<file path="src/rtl/conv_sequencer.sv">
// Sequences the 3x3 convolution engine over one image for a bank of kernels:
// weight fetch into the kernel bus, pixel streaming, then a bounded wait for the engine.
module conv_sequencer #(
    parameter  int NUM_KERNELS = 8,
    parameter  int K_WIDTH     = 12,
    parameter  int K_SIZE      = 9,
    parameter  int PIX_WIDTH   = 8,
    parameter  int IM_DIM      = 28,
    parameter  int TIMEOUT     = 1024,
    localparam int NPIX        = IM_DIM * IM_DIM,
    localparam int KIDX_W      = (NUM_KERNELS > 1) ? $clog2(NUM_KERNELS) : 1,
    localparam int WADDR_W     = $clog2(NUM_KERNELS * K_SIZE),
    localparam int PADDR_W     = $clog2(NPIX)
) (
    input  logic                        clk_i,
    input  logic                        rst_ni,
    input  logic                        start_i,
    output logic                        busy_o,
    output logic                        done_o,
    output logic                        err_o,
    output logic [KIDX_W-1:0]           kidx_o,
    output logic                        w_rd_o,
    output logic [WADDR_W-1:0]          w_addr_o,
    input  logic [K_WIDTH-1:0]          w_data_i,
    output logic                        img_rd_o,
    output logic [PADDR_W-1:0]          img_addr_o,
    input  logic [PIX_WIDTH-1:0]        img_data_i,
    output logic [K_SIZE*K_WIDTH-1:0]   k_val_o,
    output logic [PIX_WIDTH-1:0]        pixel_o,
    output logic                        pix_data_valid_o,
    input  logic                        conv_finished_i
);

    // state    | meaning
    // ---------+-----------------------------------------------------------
    // S_IDLE   | waiting for start_i
    // S_LOAD_K | issuing K_SIZE weight reads for kernel r_kidx
    // S_STREAM | issuing NPIX image reads, one per cycle
    // S_DRAIN  | waiting for the engine's finish (or pending flag), bounded
    // S_NEXT   | one cycle: advance to the next kernel or finish the run
    // S_DONE   | one cycle: done_o pulse

    localparam int CNT_MAX0 = (K_SIZE > NPIX) ? K_SIZE : NPIX;
    localparam int CNT_MAX  = (CNT_MAX0 > TIMEOUT) ? CNT_MAX0 : TIMEOUT;
    localparam int CNT_W    = $clog2(CNT_MAX);
    localparam int WSEL_W   = (K_SIZE > 1) ? $clog2(K_SIZE) : 1;

    typedef enum logic [2:0] {
        S_IDLE,
        S_LOAD_K,
        S_STREAM,
        S_DRAIN,
        S_NEXT,
        S_DONE
    } state_t;

    state_t                       r_state;
    logic [CNT_W-1:0]             r_cnt;
    logic [KIDX_W-1:0]            r_kidx;
    logic [WADDR_W-1:0]           r_w_addr;
    logic [PADDR_W-1:0]           r_img_addr;
    logic                         r_w_rd;
    logic                         r_img_rd;
    logic                         r_busy;
    logic                         r_done;
    logic                         r_err;
    logic                         r_pend;

    logic                         r_w_rd_d;
    logic [WSEL_W-1:0]            r_wsel_d;
    logic [K_SIZE*K_WIDTH-1:0]    r_k_val;
    logic                         r_pix_vld;

    logic [WSEL_W-1:0]            w_wsel;

    // r_cnt counts down through LOAD_K, so the weight slot is its complement.
    assign w_wsel = WSEL_W'(K_SIZE - 1) - WSEL_W'(r_cnt);

    always_ff @(posedge clk_i or negedge rst_ni) begin
        if (!rst_ni) begin
            r_state    <= S_IDLE;
            r_cnt      <= '0;
            r_kidx     <= '0;
            r_w_addr   <= '0;
            r_img_addr <= '0;
            r_w_rd     <= 1'b0;
            r_img_rd   <= 1'b0;
            r_busy     <= 1'b0;
            r_done     <= 1'b0;
            r_err      <= 1'b0;
            r_pend     <= 1'b0;
        end else begin
            r_done <= 1'b0;
            unique case (r_state)
                S_IDLE: begin
                    if (start_i) begin
                        r_err    <= 1'b0;
                        r_kidx   <= '0;
                        r_w_addr <= '0;
                        r_cnt    <= CNT_W'(K_SIZE - 1);
                        r_w_rd   <= 1'b1;
                        r_busy   <= 1'b1;
                        r_state  <= S_LOAD_K;
                    end
                end
                S_LOAD_K: begin
                    if (r_cnt == '0) begin
                        r_w_rd     <= 1'b0;
                        r_img_rd   <= 1'b1;
                        r_img_addr <= '0;
                        r_cnt      <= CNT_W'(NPIX - 1);
                        r_state    <= S_STREAM;
                    end else begin
                        r_cnt    <= r_cnt - CNT_W'(1);
                        r_w_addr <= r_w_addr + WADDR_W'(1);
                    end
                end
                S_STREAM: begin
                    if (conv_finished_i) begin
                        r_pend <= 1'b1;
                    end
                    if (r_cnt == '0) begin
                        r_img_rd <= 1'b0;
                        r_cnt    <= CNT_W'(TIMEOUT - 1);
                        r_state  <= S_DRAIN;
                    end else begin
                        r_cnt      <= r_cnt - CNT_W'(1);
                        r_img_addr <= r_img_addr + PADDR_W'(1);
                    end
                end
                S_DRAIN: begin
                    // A finish on the last allowed cycle still wins over the timeout.
                    if (conv_finished_i || r_pend) begin
                        r_state <= S_NEXT;
                    end else if (r_cnt == '0) begin
                        r_err   <= 1'b1;
                        r_done  <= 1'b1;
                        r_busy  <= 1'b0;
                        r_state <= S_DONE;
                    end else begin
                        r_cnt <= r_cnt - CNT_W'(1);
                    end
                end
                S_NEXT: begin
                    r_pend <= 1'b0;
                    if (r_kidx == KIDX_W'(NUM_KERNELS - 1)) begin
                        r_done  <= 1'b1;
                        r_busy  <= 1'b0;
                        r_state <= S_DONE;
                    end else begin
                        r_kidx   <= r_kidx + KIDX_W'(1);
                        r_w_addr <= r_w_addr + WADDR_W'(1);
                        r_cnt    <= CNT_W'(K_SIZE - 1);
                        r_w_rd   <= 1'b1;
                        r_state  <= S_LOAD_K;
                    end
                end
                S_DONE: begin
                    r_state <= S_IDLE;
                end
                default: begin
                    r_state <= S_IDLE;
                end
            endcase
        end
    end

    // Read data returns one cycle after the request, so the slot travels with it.
    always_ff @(posedge clk_i or negedge rst_ni) begin
        if (!rst_ni) begin
            r_w_rd_d  <= 1'b0;
            r_wsel_d  <= '0;
            r_k_val   <= '0;
            r_pix_vld <= 1'b0;
        end else begin
            r_w_rd_d  <= r_w_rd;
            r_wsel_d  <= w_wsel;
            r_pix_vld <= r_img_rd;
            if (r_w_rd_d) begin
                r_k_val[K_WIDTH*r_wsel_d +: K_WIDTH] <= w_data_i;
            end
        end
    end

    assign busy_o           = r_busy;
    assign done_o           = r_done;
    assign err_o            = r_err;
    assign kidx_o           = r_kidx;
    assign w_rd_o           = r_w_rd;
    assign w_addr_o         = r_w_addr;
    assign img_rd_o         = r_img_rd;
    assign img_addr_o       = r_img_addr;
    assign k_val_o          = r_k_val;
    assign pixel_o          = img_data_i;
    assign pix_data_valid_o = r_pix_vld;

endmodule

</file>
<file path="config.mk">
export PLATFORM = sky130hd
export DESIGN_NAME = conv_sequencer
export DESIGN_NICKNAME = d
export VERILOG_FILES = /design/src/rtl/conv_sequencer.sv
export SDC_FILE = /design/constraint.sdc
export NUM_CORES = 1
export LEC_CHECK = 0
export BUFFER_PORTS_ARGS = -buffer_cell sky130_fd_sc_hd__buf_2
export CAP_MARGIN = 5
export CORE_MARGIN = 2
export CORE_UTILIZATION = 45
export CTS_CLUSTER_DIAMETER = 30
export DETAILED_ROUTE_END_ITERATION = 12
export MAX_ROUTING_LAYER = met4
export PLACE_DENSITY_LB_ADDON = 0.3
export REMOVE_ABC_BUFFERS = 1
export SKIP_LAST_GASP = 1
export SLEW_MARGIN = 20
export SYNTH_ARGS = -nofsm -noshare
export SYNTH_HDL_FRONTEND = slang
export SYNTH_SLANG_ARGS = --single-unit
</file>
<file path="constraint.sdc">
create_clock -name clk_i -period 12.3 [get_ports clk_i]
set_clock_uncertainty 0.15 [all_clocks]
set_input_delay 0 -clock clk_i [delete_from_list [all_inputs] [get_ports clk_i]]
set_output_delay 0 -clock clk_i [all_outputs]
set_load 0.01 [all_outputs]
</file>
======== Yosys cells after proc, flatten, opt, wreduce, memory -nomap -nowiden ========
Index checks and enable logic that the tools add are counted.
W data, S select, Z words.
word-level totals
  bits of input ports ..................... 24
  output and inout port bits .............. 142
  register bits after elaboration ......... 153
  word-level logic and storage cells ...... 104
operators by class
  muxes and demuxes ....................... 43
  $add $sub $neg .......................... 6
  equality and inequality tests ........... 17
  reduce and logical (&&, ||, !) cells .... 20
  shift operators ......................... 2
  $mul .................................... 1
operator list
  kind                         number
  $bwmux W108                  1
  $shift A12 B34 Y108 const A  1
  $shiftx A12 B34 Y108         1
  $mux W10                     8
  $pmux W10 S5                 1
  $neg A8 Y34                  1
  $mux W3                      8
  $ne A2 B2 Y1 const B         11
  $mux W7                      3
  $pmux W7 S3                  1
  $pmux W10 S2                 1
  $reduce_and A4 Y1            4
  $pmux W3 S5                  1
  $mux W1                      12
  $add A10 B1 Y10 const B      1
  $logic_not A10 Y1            1
  $reduce_and A5 Y1            2
  $sub A10 B1 Y10 const B      1
  $reduce_and A3 Y1            3
  $pmux W1 S2                  4
  $reduce_bool A2 Y1           4
  $add A7 B1 Y7 const B        1
  $eq A3 B2 Y1 const B         2
  $eq A3 B3 Y1 const B         2
  other kinds (12)             14

======== Logic depth before layout (Yosys ltp) ========
Gate-level depths: netlist (run 1).
  depth in word-level cells ............... 4
  mapped depth ............................ 14
  gate-level depth less buffers ........... 12

======== Worst setup path after synthesis (run 1) ========
Ideal clock, no wire load.
  kind .................................... register to register
  from .................................... register r_wsel_d[2]
  to ...................................... register r_k_val[100] (netlist: k_val_o[100])
  data arrival time ....................... 3.573 ns
  path slack .............................. 8.452 ns
  clock period less this slack ............ 3.848 ns
  cell stages (with the launch flop) ...... 14
  data required time ...................... 12.025 ns
  setup time .............................. 0.125 ns
  path buffers ............................ 3
  path through ............................ dfrtp_1 -> buf_2 -> clkinv_1 -> fa_1 -> xnor2_2 -> buf_2 -> and4_1 -> ha_1 -> nand2_1 -> a211oi_2 -> nand2_1 -> or2_2 -> clkbuf_1 -> mux2_2
between the ends
  longest elaborated chain between the ends .. 4
  elaborated cells on any way between the ends .. 5
  those cells by class .................... 1 x add/sub; 1 x mul; 2 x shift; 1 x mux
ends and longest elaborated chain
  element                                                      RTL line  source
  start: declaration                                           70        logic [WSEL_W-1:0] r_wsel_d;
  start signal: assignment                                     177       r_wsel_d <= w_wsel;
  $mul A2 B4 Y6 *                                              180       r_k_val[K_WIDTH*r_wsel_d +: K_WIDTH] <= w_data_i;
  $neg A8 Y34 *                                                180
  $shiftx A12 B34 Y108 or $shift A12 B34 Y108 (tied branches)  180
  $bwmux W108 *                                                180
  end signal: indexed assignment                               180
  end: declaration                                             71        logic [K_SIZE*K_WIDTH-1:0] r_k_val;
Every way passes the cells marked *; elsewhere a longest branch is shown, timed or not.
A chain may end at the register's enable or synchronous reset.

======== Worst setup path in the final report (run 1) ========
  from .................................... register r_wsel_d[2]
  to ...................................... register r_k_val[68] (netlist: k_val_o[68])
Same word-level chain as after synthesis.

==> key figures, run 1 <==
CTS
  • CTS Buf Count: 17
  • Clock-pin slew on the worst setup and hold paths: 0.06 ns
  • H-tree levels: 4
  • Post-CTS sizing: 0
  • Root Driver: clkbuf_16
  • CTS tree: done
  • Clock sink count: 153
  • Latest clock arrival within the worst-skew pair: 0.43 ns
  • CTS max path bufs: 2

STA
  • Hold slack: 0.002171 ns
  • Max Slew Vio Count: 0
  • Final setup margin: 7.070 ns
  • Final period util: 0.4252
  • RSZ-0062 raised after global routing: no
  • Final min period: 5.230 ns
  • # setup viols final: 0
  • Final Hold Vio Count: 0
  • Worst slew margin: 0.2632
  • Max frequency: 191.2 MHz
  • Worst-margin pin slew: 1.105 ns
  • Setup TNS: 0 ns

Run status
  • Status: finished clean

Route
  • Vias/cell: 5.740
  • Avg WL per Cell: 18.89 um
  • Drt drc: 0
  • DRT Wirelength: 22080 um
  • DR iter-0 viols: 583
  • Antenna-violating nets left: 0
  • Initial DRT Pass Iterations: 5
  • Vias: 6710

Floorplan
  • Die Area: 0.01917 mm^2
  • I/O Pins: 166
  • CORE AREA: 0.01784 mm^2
  • Number of cell rows: 49
  • Die X: 138.5 um
  • Initial Util: 0.4560
  • Vert. Die Dim: 138.5 um

Placed design
  • IO buf count: 149
  • Detailed Place HPWL: 15580 um
  • GP Congestion: 0.9352
  • Pre-CTS setup slack: 7.381 ns

GRT
  • Largest net degree at the start of global routing: 81
  • Total GRT Usage: 0.2379
  • Global route hottest layer: met2
  • Antenna violations before repair: 0
  • Grt total ovfl: 0
  • Met1 GRT Util: 0.3150
  • Vias in the first global route: 6533
  • Met3 Resource Use GR: 0.06547
  • First-pass GRT wire length: 35670 um
  • Grt met2 use: 0.3635

Critical path
  • CP Cell Sequence: clkinv_1, fa_1, xnor2_2, and4_1, ha_1, nand2_1, a211oi_2, nand2_1, nor2_1, a221o_1, dlygate4sd3_1
  • Critical path endpoint category: flop
  • CP max stage delay: 0.86 ns
  • Worst path slowest cell: dfrtp_1
  • R2R Path Start: r_wsel_d[2]$_DFF_PN0_
  • Crit Path Max Fanout: 23
  • Most used cell, CP: nand2_1
  • Kind of critical path: reg2reg
  • Worst Setup SP: r_wsel_d[2]$_DFF_PN0_
  • Critical Path RT: 12.51 ns
  • Arrival @ worst endpoint: 5.44 ns
  • Startpoint types: flop

Power and ir drop
  • Power, Total: 3.015 mW
  • P_int: 1.637 mW
  • PwrDens: 306.8 mW/mm^2
  • Clock power frac: 0.176
  • Net Sw Frac: 0.4571
  • Sequential share of power: 0.276
  • Sw power: 1.378 mW
  • Comb pwr share: 0.548
  • Leakage: 4.759 nW
  • Peak VDD IR: 0.1360 mV

Final layout
  • Final nets: 963
  • Reg area: 0.003829 mm^2
  • Filler Cell Count: 1577
  • Area of the multi-input gates: 0.004044 mm^2
  • Leading cell type in the layout, fill and taps excluded: dfrtp_1
  • Commonest cells after routing, fill and taps aside: dfrtp_1, buf_2, mux2_2
  • Synth-to-layout area growth: 20.79%
  • Layout cells sized above 1: 0.3277
  • Diode count: 0

Flow run
  • Max-cap violations: 0

Synth
  • Post-Syn Area: 0.008135 mm^2
  • Flops & latches, synth: 153
  • Post-Synthesis Cells: 776
  • Syn. warnings: 0
  • Register area share after synthesis: 0.4706
  • Avg Inst Size Synth: 10.48 um^2
  • Post-synth top flop: dfrtp_1
  • Post-synth ARST share: 1.000
  • Number of synthesized flops with an enable pin: 0
  • Cell variety after synth: 65

Hold path
  • Hold WC Path Type: in2async
## logic make-up (layout without fill, tap and decap cells)
kind of cell | after synthesis | after routing | synth area share
xor+xnor | 18 | 18 | 0.02399
simple gates | 247 | 247 | 0.1518
mux | 117 | 117 | 0.1604
flops | 153 | 153 | 0.4706
buf+inv | 61 | 225 | 0.03322
fa+ha+maj | 12 | 12 | 0.01938
compound gates | 168 | 168 | 0.1406
## per-stage QoR
stage               std cells    util  area (um^2)
floorplan                 733       -         7933
global placement         1115  0.5045         9001
detailed placement       1115  0.5045         9001
CTS                      1169  0.5504         9819
global route             1169  0.5508         9827
finish                   1169  0.5508         9827
## what timing repair did
| item | 4_1_cts | 5_1_grt |
|---|---|---|
| setup buffers | 0 | 0 |
| hold buffers | 22 | 0 |
| endpoints found under the hold margin | 127 | 0 |
## final cells by class
cell class              instances  share of cell area
inverters                      18            0.006875
repair buffers                175              0.1020
clock buffers                  20             0.04647
flip-flops and latches        153              0.3896
multi-input cells             562              0.4115
clock inverters                12             0.01439
well taps                     229             0.02916
## synthesized netlist by cell type (11+ instances only)
cell type / count / share of area
a21oi_1: 32 / 0.020
a22o_1: 12 / 0.013
and2_1: 13 / 0.010
clkbuf_1: 19 / 0.0088
dfrtp_1: 153 / 0.47
ha_1: 11 / 0.017
inv_1: 15 / 0.0069
mux2_2: 107 / 0.15
nand2_1: 59 / 0.027
nand3_1: 31 / 0.019
nand4_1: 17 / 0.013
nor2_1: 58 / 0.027
nor3_1: 17 / 0.010
o21ai_0: 45 / 0.028
xnor2_1: 12 / 0.013
## power by group through the flow
stage / Clock (mW) / Combinational [mW] / Sequential [mW]
3_3_place_gp: 0 / 1.59 / 0.834
5_1_grt: 0.560 / 1.80 / 0.859
3_5_place_dp: 0 / 1.61 / 0.838
4_1_cts: 0.538 / 1.63 / 0.831
6_report: 0.530 / 1.65 / 0.833
2_1_floorplan: 0 / 1.04 / 0.893
## path summary, 6_finish.rpt
kind,endpoint,slack (ns),depth (start not counted)
max in group asynchronous,k_val_o[56]$_DFFE_PN0P_,10.58,3
min in group clk_i,k_val_o[30]$_DFFE_PN0P_,0.04,3
setup reg to reg,k_val_o[68]$_DFFE_PN0P_,7.07,11
hold / removal,k_val_o[106]$_DFFE_PN0P_,0.002,2
hold reg to reg,pix_data_valid_o$_DFF_PN0_,0.29,0
setup / recovery,k_val_o[68]$_DFFE_PN0P_,7.07,11
## state kept, by name (all words and copies together) (netlist names), 3 cells and up
signal	flops
k_val_o	108
r_state	3
img_addr_o	10
w_addr_o	7
r_cnt	10
r_wsel_d	4
kidx_o	3
## worst max-delay path: cells and delay by family (launching register included)
family	cells	cell delay, ns
adder cells (fa/ha/maj)	2	0.85
AO/OA/AOI/OAI	2	0.81
buffers and inverters	2	1.04
flip-flops	1	0.86
AND/OR/NAND/NOR	4	0.84
XOR/XNOR	1	0.61
## routing by layer
| metal | wire length (um) | up-vias | share of wire |
|---|---|---|---|
| met4 | 286 | 0 | 0.013 |
| met2 | 10140 | 284 | 0.46 |
| met3 | 1931 | 27 | 0.087 |
| li1 | - | 3138 | - |
| met5 | 0 | - | 0 |
| met1 | 9724 | 3261 | 0.44 |
No activity file was read; power rests on OpenSTA's default activity.
==> run 2, diff against run 1 <==
Clock period 12.3 ns to 5 ns, I/O delays scaled along.
==> key figures, run 2 (synthesis results as in run 1) <==
Run status
  • Status: finished clean

CTS
  • CTS tree: done
  • Latest clock arrival within the worst-skew pair: 0.43 ns
  • Clock-pin slew on the worst setup and hold paths: 0.06 ns
  • Post-CTS Setup Repair Bufs: 0
  • Cts hold-fix bufs: 22
  • Clock sink count: 153
  • H-tree levels: 4
  • CTS Buf Count: 17
  • CTS max path bufs: 2
  • Post-CTS sizing: 0
  • Root Driver: clkbuf_16

Power and ir drop
  • PwrDens: 758.6 mW/mm^2
  • Clock power frac: 0.178
  • Peak VDD IR: 0.4284 mV
  • Sw power: 3.373 mW
  • P_int: 4.096 mW
  • Leakage: 4.783 nW
  • Comb pwr share: 0.551
  • Sequential share of power: 0.271
  • Net Sw Frac: 0.4516

Final layout
  • Commonest cells after routing, fill and taps aside: dfrtp_1, buf_2, mux2_2
  • Layout cells sized above 1: 0.3280
  • Design area: 0.009847 mm^2
  • Final nets: 966
  • Synth-to-layout area growth: 21.04%
  • Max FFs per register: 108
  • Diode count: 0
  • Final core occ: 0.5519
  • Leading cell type in the layout, fill and taps excluded: dfrtp_1
  • Filler Cell Count: 1566

Critical path
  • Startpoint types: flop
  • Kind of critical path: reg2reg
  • CP Cell Sequence: clkinv_1, fa_1, xnor2_2, and4_1, ha_1, nand2_1, a211oi_2, nand2_1, nor2_1, a221o_1, dlygate4sd3_1
  • Worst path slowest cell: a211oi_2
  • Crit Path Max Fanout: 13
  • Critical path endpoint category: flop
  • Critical Path RT: 5.21 ns
  • CP max stage delay: 0.60 ns
  • Arrival @ worst endpoint: 4.53 ns
  • Most used cell, CP: nand2_1

Floorplan
  • Die Area: 0.01917 mm^2
  • I/O Pins: 166
  • Vert. Die Dim: 138.5 um
  • Number of cell rows: 49
  • Initial Util: 0.4560
  • CORE AREA: 0.01784 mm^2
  • Die X: 138.5 um

Route
  • Antenna-violating nets left: 0
  • DRT Wirelength: 21810 um
  • Avg WL per Cell: 18.62 um
  • Initial DRT Pass Iterations: 5
  • DR iter-0 viols: 523
  • Vias: 6680
  • Vias/cell: 5.705
  • Drt drc: 0

Flow run
  • Max-cap violations: 0

STA
  • Final min period: 4.317 ns
  • # setup viols final: 0
  • Setup TNS: 0 ns
  • Max Slew Vio Count: 0
  • Worst-margin pin slew: 0.9271 ns
  • Final period util: 0.8634
  • Final Hold Vio Count: 0
  • RSZ-0062 raised after global routing: no
  • Max frequency: 231.7 MHz
  • Final setup margin: 0.6832 ns
  • Worst slew margin: 0.3772

Hold path
  • Hold WC Path Type: in2reg

GRT
  • Total GRT Usage: 0.2363
  • First-pass GRT wire length: 35390 um
  • Largest net degree at the start of global routing: 103
  • Vias in the first global route: 6438
  • Grt total ovfl: 0
  • Antenna violations before repair: 0

Placed design
  • IO buf count: 149
  • GP Congestion: 0.9217
  • Dpl cell area: 0.009024 mm^2
  • Pre-CTS setup slack: 0.8860 ns
  • Detailed Place HPWL: 15650 um
[run 2: critical path: cells and delay by family, from the launching register on]
kind / cells / cell delay (ns)
simple gates: 4 / 0.83
fa+ha+maj: 2 / 0.80
buf+inv: 2 / 0.79
compound gates: 2 / 0.78
xor+xnor: 1 / 0.56
flops: 1 / 0.34
[run 2: cell type report]
class	instances	area, um^2	share of cell area
clock buffers	20	456.7	0.04638
clock inverters	11	146.4	0.01487
inverters	18	67.56	0.006862
multi-input cells	562	4036	0.4099
flip-flops and latches	153	3829	0.3888
well taps	229	286.5	0.02910
repair buffers	178	1025	0.1041
[run 2: through the flow]
step,power [mW],hold WS [ns],std cells
after global placement,6.014,-0.1499,1118
final,7.470,0.05950,1171
after detailed placement,6.085,-0.1499,1118
after global routing,7.997,0.08286,1171
after floorplan,4.752,-0.4456,733
after CTS,7.456,0.02515,1171
[run 2: layer usage]
| metal | wire length (um) | global-route usage |
|---|---|---|
| met3 | 1851 | 0.05992 |
| met5 | 0 | - |
| met2 | 10040 | 0.3559 |
| met1 | 9584 | 0.3190 |
| met4 | 326 | 0.06660 |
[run 2: final timing paths]
check | depth (start not counted) | end | startpoint | slack [ns]
max | 11 | k_val_o[68]$_DFFE_PN0P_ | r_wsel_d[2]$_DFF_PN0_ | 0.68
min | 4 | k_val_o[70]$_DFFE_PN0P_ | w_data_i[6] | 0.06
max reg2reg | 11 | k_val_o[68]$_DFFE_PN0P_ | r_wsel_d[2]$_DFF_PN0_ | 0.68
min reg2reg | 0 | pix_data_valid_o$_DFF_PN0_ | img_rd_o$_DFFE_PN0P_ | 0.30
max in group asynchronous | 3 | w_addr_o[6]$_DFFE_PN0P_ | rst_ni | 3.39
min in group asynchronous | 2 | k_val_o[106]$_DFFE_PN0P_ | rst_ni | 0.11
[run 2: power groups by stage]
stage	Clock [mW]	Sequential, mW	Combinational [mW]
2_1_floorplan	0	2.20	2.56
3_3_place_gp	0	2.03	3.98
3_5_place_dp	0	2.04	4.04
4_1_cts	1.35	2.02	4.09
5_1_grt	1.41	2.09	4.51
6_report	1.33	2.03	4.12
==> run 3, diff against run 2 <==
--- a/config.mk
+++ b/config.mk
@@ -10,4 +10,5 @@
 export CORE_MARGIN = 2
 export CORE_UTILIZATION = 45
+export CTS_BUF_LIST = sky130_fd_sc_hd__clkbuf_8
 export CTS_CLUSTER_DIAMETER = 30
 export DETAILED_ROUTE_END_ITERATION = 12
--- a/constraint.sdc
+++ b/constraint.sdc
@@ -3,3 +3,3 @@
 set_input_delay 0 -clock clk_i [delete_from_list [all_inputs] [get_ports clk_i]]
 set_output_delay 0 -clock clk_i [all_outputs]
-set_load 0.01 [all_outputs]
+set_load 0.005 [all_outputs]
==> key figures, run 3 (synthesis results as in run 1) <==
Run status
  • Status: finished clean

Route
  • Vias: 6670
  • Initial DRT Pass Iterations: 5
  • DRT Wirelength: 21700 um
  • Avg WL per Cell: 18.48 um
  • Vias/cell: 5.681
  • Drt drc: 0
  • DR iter-0 viols: 555
  • Antenna-violating nets left: 0

Power and ir drop
  • PwrDens: 722.2 mW/mm^2
  • Peak VDD IR: 0.3920 mV
  • Leakage: 4.716 nW

Final layout
  • Design area: 0.009686 mm^2
  • Diode count: 0
  • Synth-to-layout area growth: 19.06%
  • Layout cells sized above 1: 0.3270
  • Leading cell type in the layout, fill and taps excluded: dfrtp_1
  • Final nets: 969
  • Commonest cells after routing, fill and taps aside: dfrtp_1, buf_2, mux2_2
  • Max FFs per register: 108

Flow run
  • Max-cap violations: 0

STA
  • # setup viols final: 0
  • Final Hold Vio Count: 0
  • Max frequency: 228.1 MHz
  • Worst-margin pin slew: 0.9680 ns
  • RSZ-0062 raised after global routing: no
  • Worst slew margin: 0.3497
  • Max Slew Vio Count: 0
  • Setup TNS: 0 ns
  • Final period util: 0.8768
  • Final setup margin: 0.6158 ns
  • Hold slack: 0.04565 ns
  • Final min period: 4.384 ns

GRT
  • Global route hottest layer: met2
  • Grt met2 use: 0.3541
  • Grt total ovfl: 0
  • Met1 GRT Util: 0.3133
  • Met3 Resource Use GR: 0.07135
  • Antenna violations before repair: 0
  • First-pass GRT wire length: 35330 um
  • Vias in the first global route: 6454
  • Total GRT Usage: 0.2360
  • Largest net degree at the start of global routing: 103

CTS
  • Latest clock arrival within the worst-skew pair: 0.46 ns
  • Clock sink count: 153
  • Cts hold-fix bufs: 25
  • Post-CTS sizing: 0
  • CTS tree: done
  • Clock-pin slew on the worst setup and hold paths: 0.08 ns
  • CTS Buf Count: 17
  • CTS max path bufs: 2
  • H-tree levels: 4
  • Root Driver: clkbuf_8
  • Post-CTS Setup Repair Bufs: 0

Critical path
  • CP bufs+invs: 2
  • Worst path slowest cell: a211oi_2
  • Crit Path Max Fanout: 13
  • Critical R2R Capture: k_val_o[69]$_DFFE_PN0P_
  • R2R Setup Slk: 0.62 ns
  • Kind of critical path: reg2reg
  • CP top delay family: simple AND/OR/NAND/NOR gates
  • Arrival @ worst endpoint: 4.63 ns
  • Critical path endpoint category: flop
  • Most used cell, CP: nand2_1
  • CP max stage delay: 0.64 ns
  • Startpoint types: flop
  • Cell count of the worst reg-to-reg path: 11
  • CP Cell Sequence: clkinv_1, fa_1, xnor2_2, and4_1, ha_1, nand2_1, a211oi_2, nand2_1, nor2_1, a221o_1, dlygate4sd3_1
  • Critical Path RT: 5.25 ns
  • R2R Path Start: r_wsel_d[2]$_DFF_PN0_
  • Worst Setup SP: r_wsel_d[2]$_DFF_PN0_

Placed design
  • IO buf count: 149
  • GP Congestion: 0.9217
  • Pre-CTS setup slack: 0.8860 ns
  • Dpl cell area: 0.009024 mm^2
  • Detailed Place HPWL: 15650 um

Floorplan
  • Die X: 138.5 um
  • Vert. Die Dim: 138.5 um
  • Number of cell rows: 49
  • Initial Util: 0.4560
  • I/O Pins: 166
  • Die Area: 0.01917 mm^2
  • CORE AREA: 0.01784 mm^2

Hold path
  • Hold WC Path Type: in2async
## run 3: cell count changes in the layout (fill, tap and decap cells not counted), sizes merged
cell         before  now
inv              16   17
clkbuf           20   19
dlygate4sd3      22   25
## run 3: area by class of cell
| type | instances | area, um^2 |
|---|---|---|
| Clock buffer | 19 | 261.5 |
| Clock inverter | 12 | 150.1 |
| Fill cell | 1598 | 8155 |
| Inverter | 18 | 67.56 |
| Multi-Input combinational cell | 562 | 4036 |
| Sequential cell | 153 | 3829 |
| Tap cell | 229 | 286.5 |
| Timing Repair Buffer | 181 | 1055 |
## run 3: how the worst max path moves through the flow
| stage | end | slack [ns] | depth (start not counted) |
|---|---|---|---|
| 6_report | k_val_o[69]$_DFFE_PN0P_ | 0.62 | 11 |
| 5_1_grt | k_val_o[69]$_DFFE_PN0P_ | 0.32 | 11 |
| 4_1_cts | k_val_o[69]$_DFFE_PN0P_ | 0.67 | 11 |
| 3_5_place_dp | k_val_o[37]$_DFFE_PN0P_ | 0.89 | 10 |
| 3_3_place_gp | k_val_o[39]$_DFFE_PN0P_ | 0.98 | 10 |
| 2_1_floorplan | k_val_o[36]$_DFFE_PN0P_ | 0.43 | 10 |
## run 3: per-layer routing
metal / share of wire / routed length (um)
met5: 0 / 0
met4: 0.015 / 326
met3: 0.084 / 1830
met2: 0.46 / 10080
met1: 0.44 / 9464
## run 3: report_power, final
| group | total, mW | internal [mW] | switching [mW] |
|---|---|---|---|
| combinational | 3.98 | 1.61 | 2.37 |
| clock | 0.992 | 0.515 | 0.476 |
| sequential | 2.02 | 1.67 | 0.349 |
## run 3: metrics by stage
| step | power (mW) | cells | utilization |
|---|---|---|---|
| floorplan | 4.612 | 733 | - |
| global placement | 5.869 | 1118 | 0.5058 |
| detailed placement | 5.940 | 1118 | 0.5058 |
| CTS | 6.971 | 1174 | 0.5429 |
| global route | 7.527 | 1174 | 0.5429 |
| finish | 6.995 | 1174 | 0.5429 |
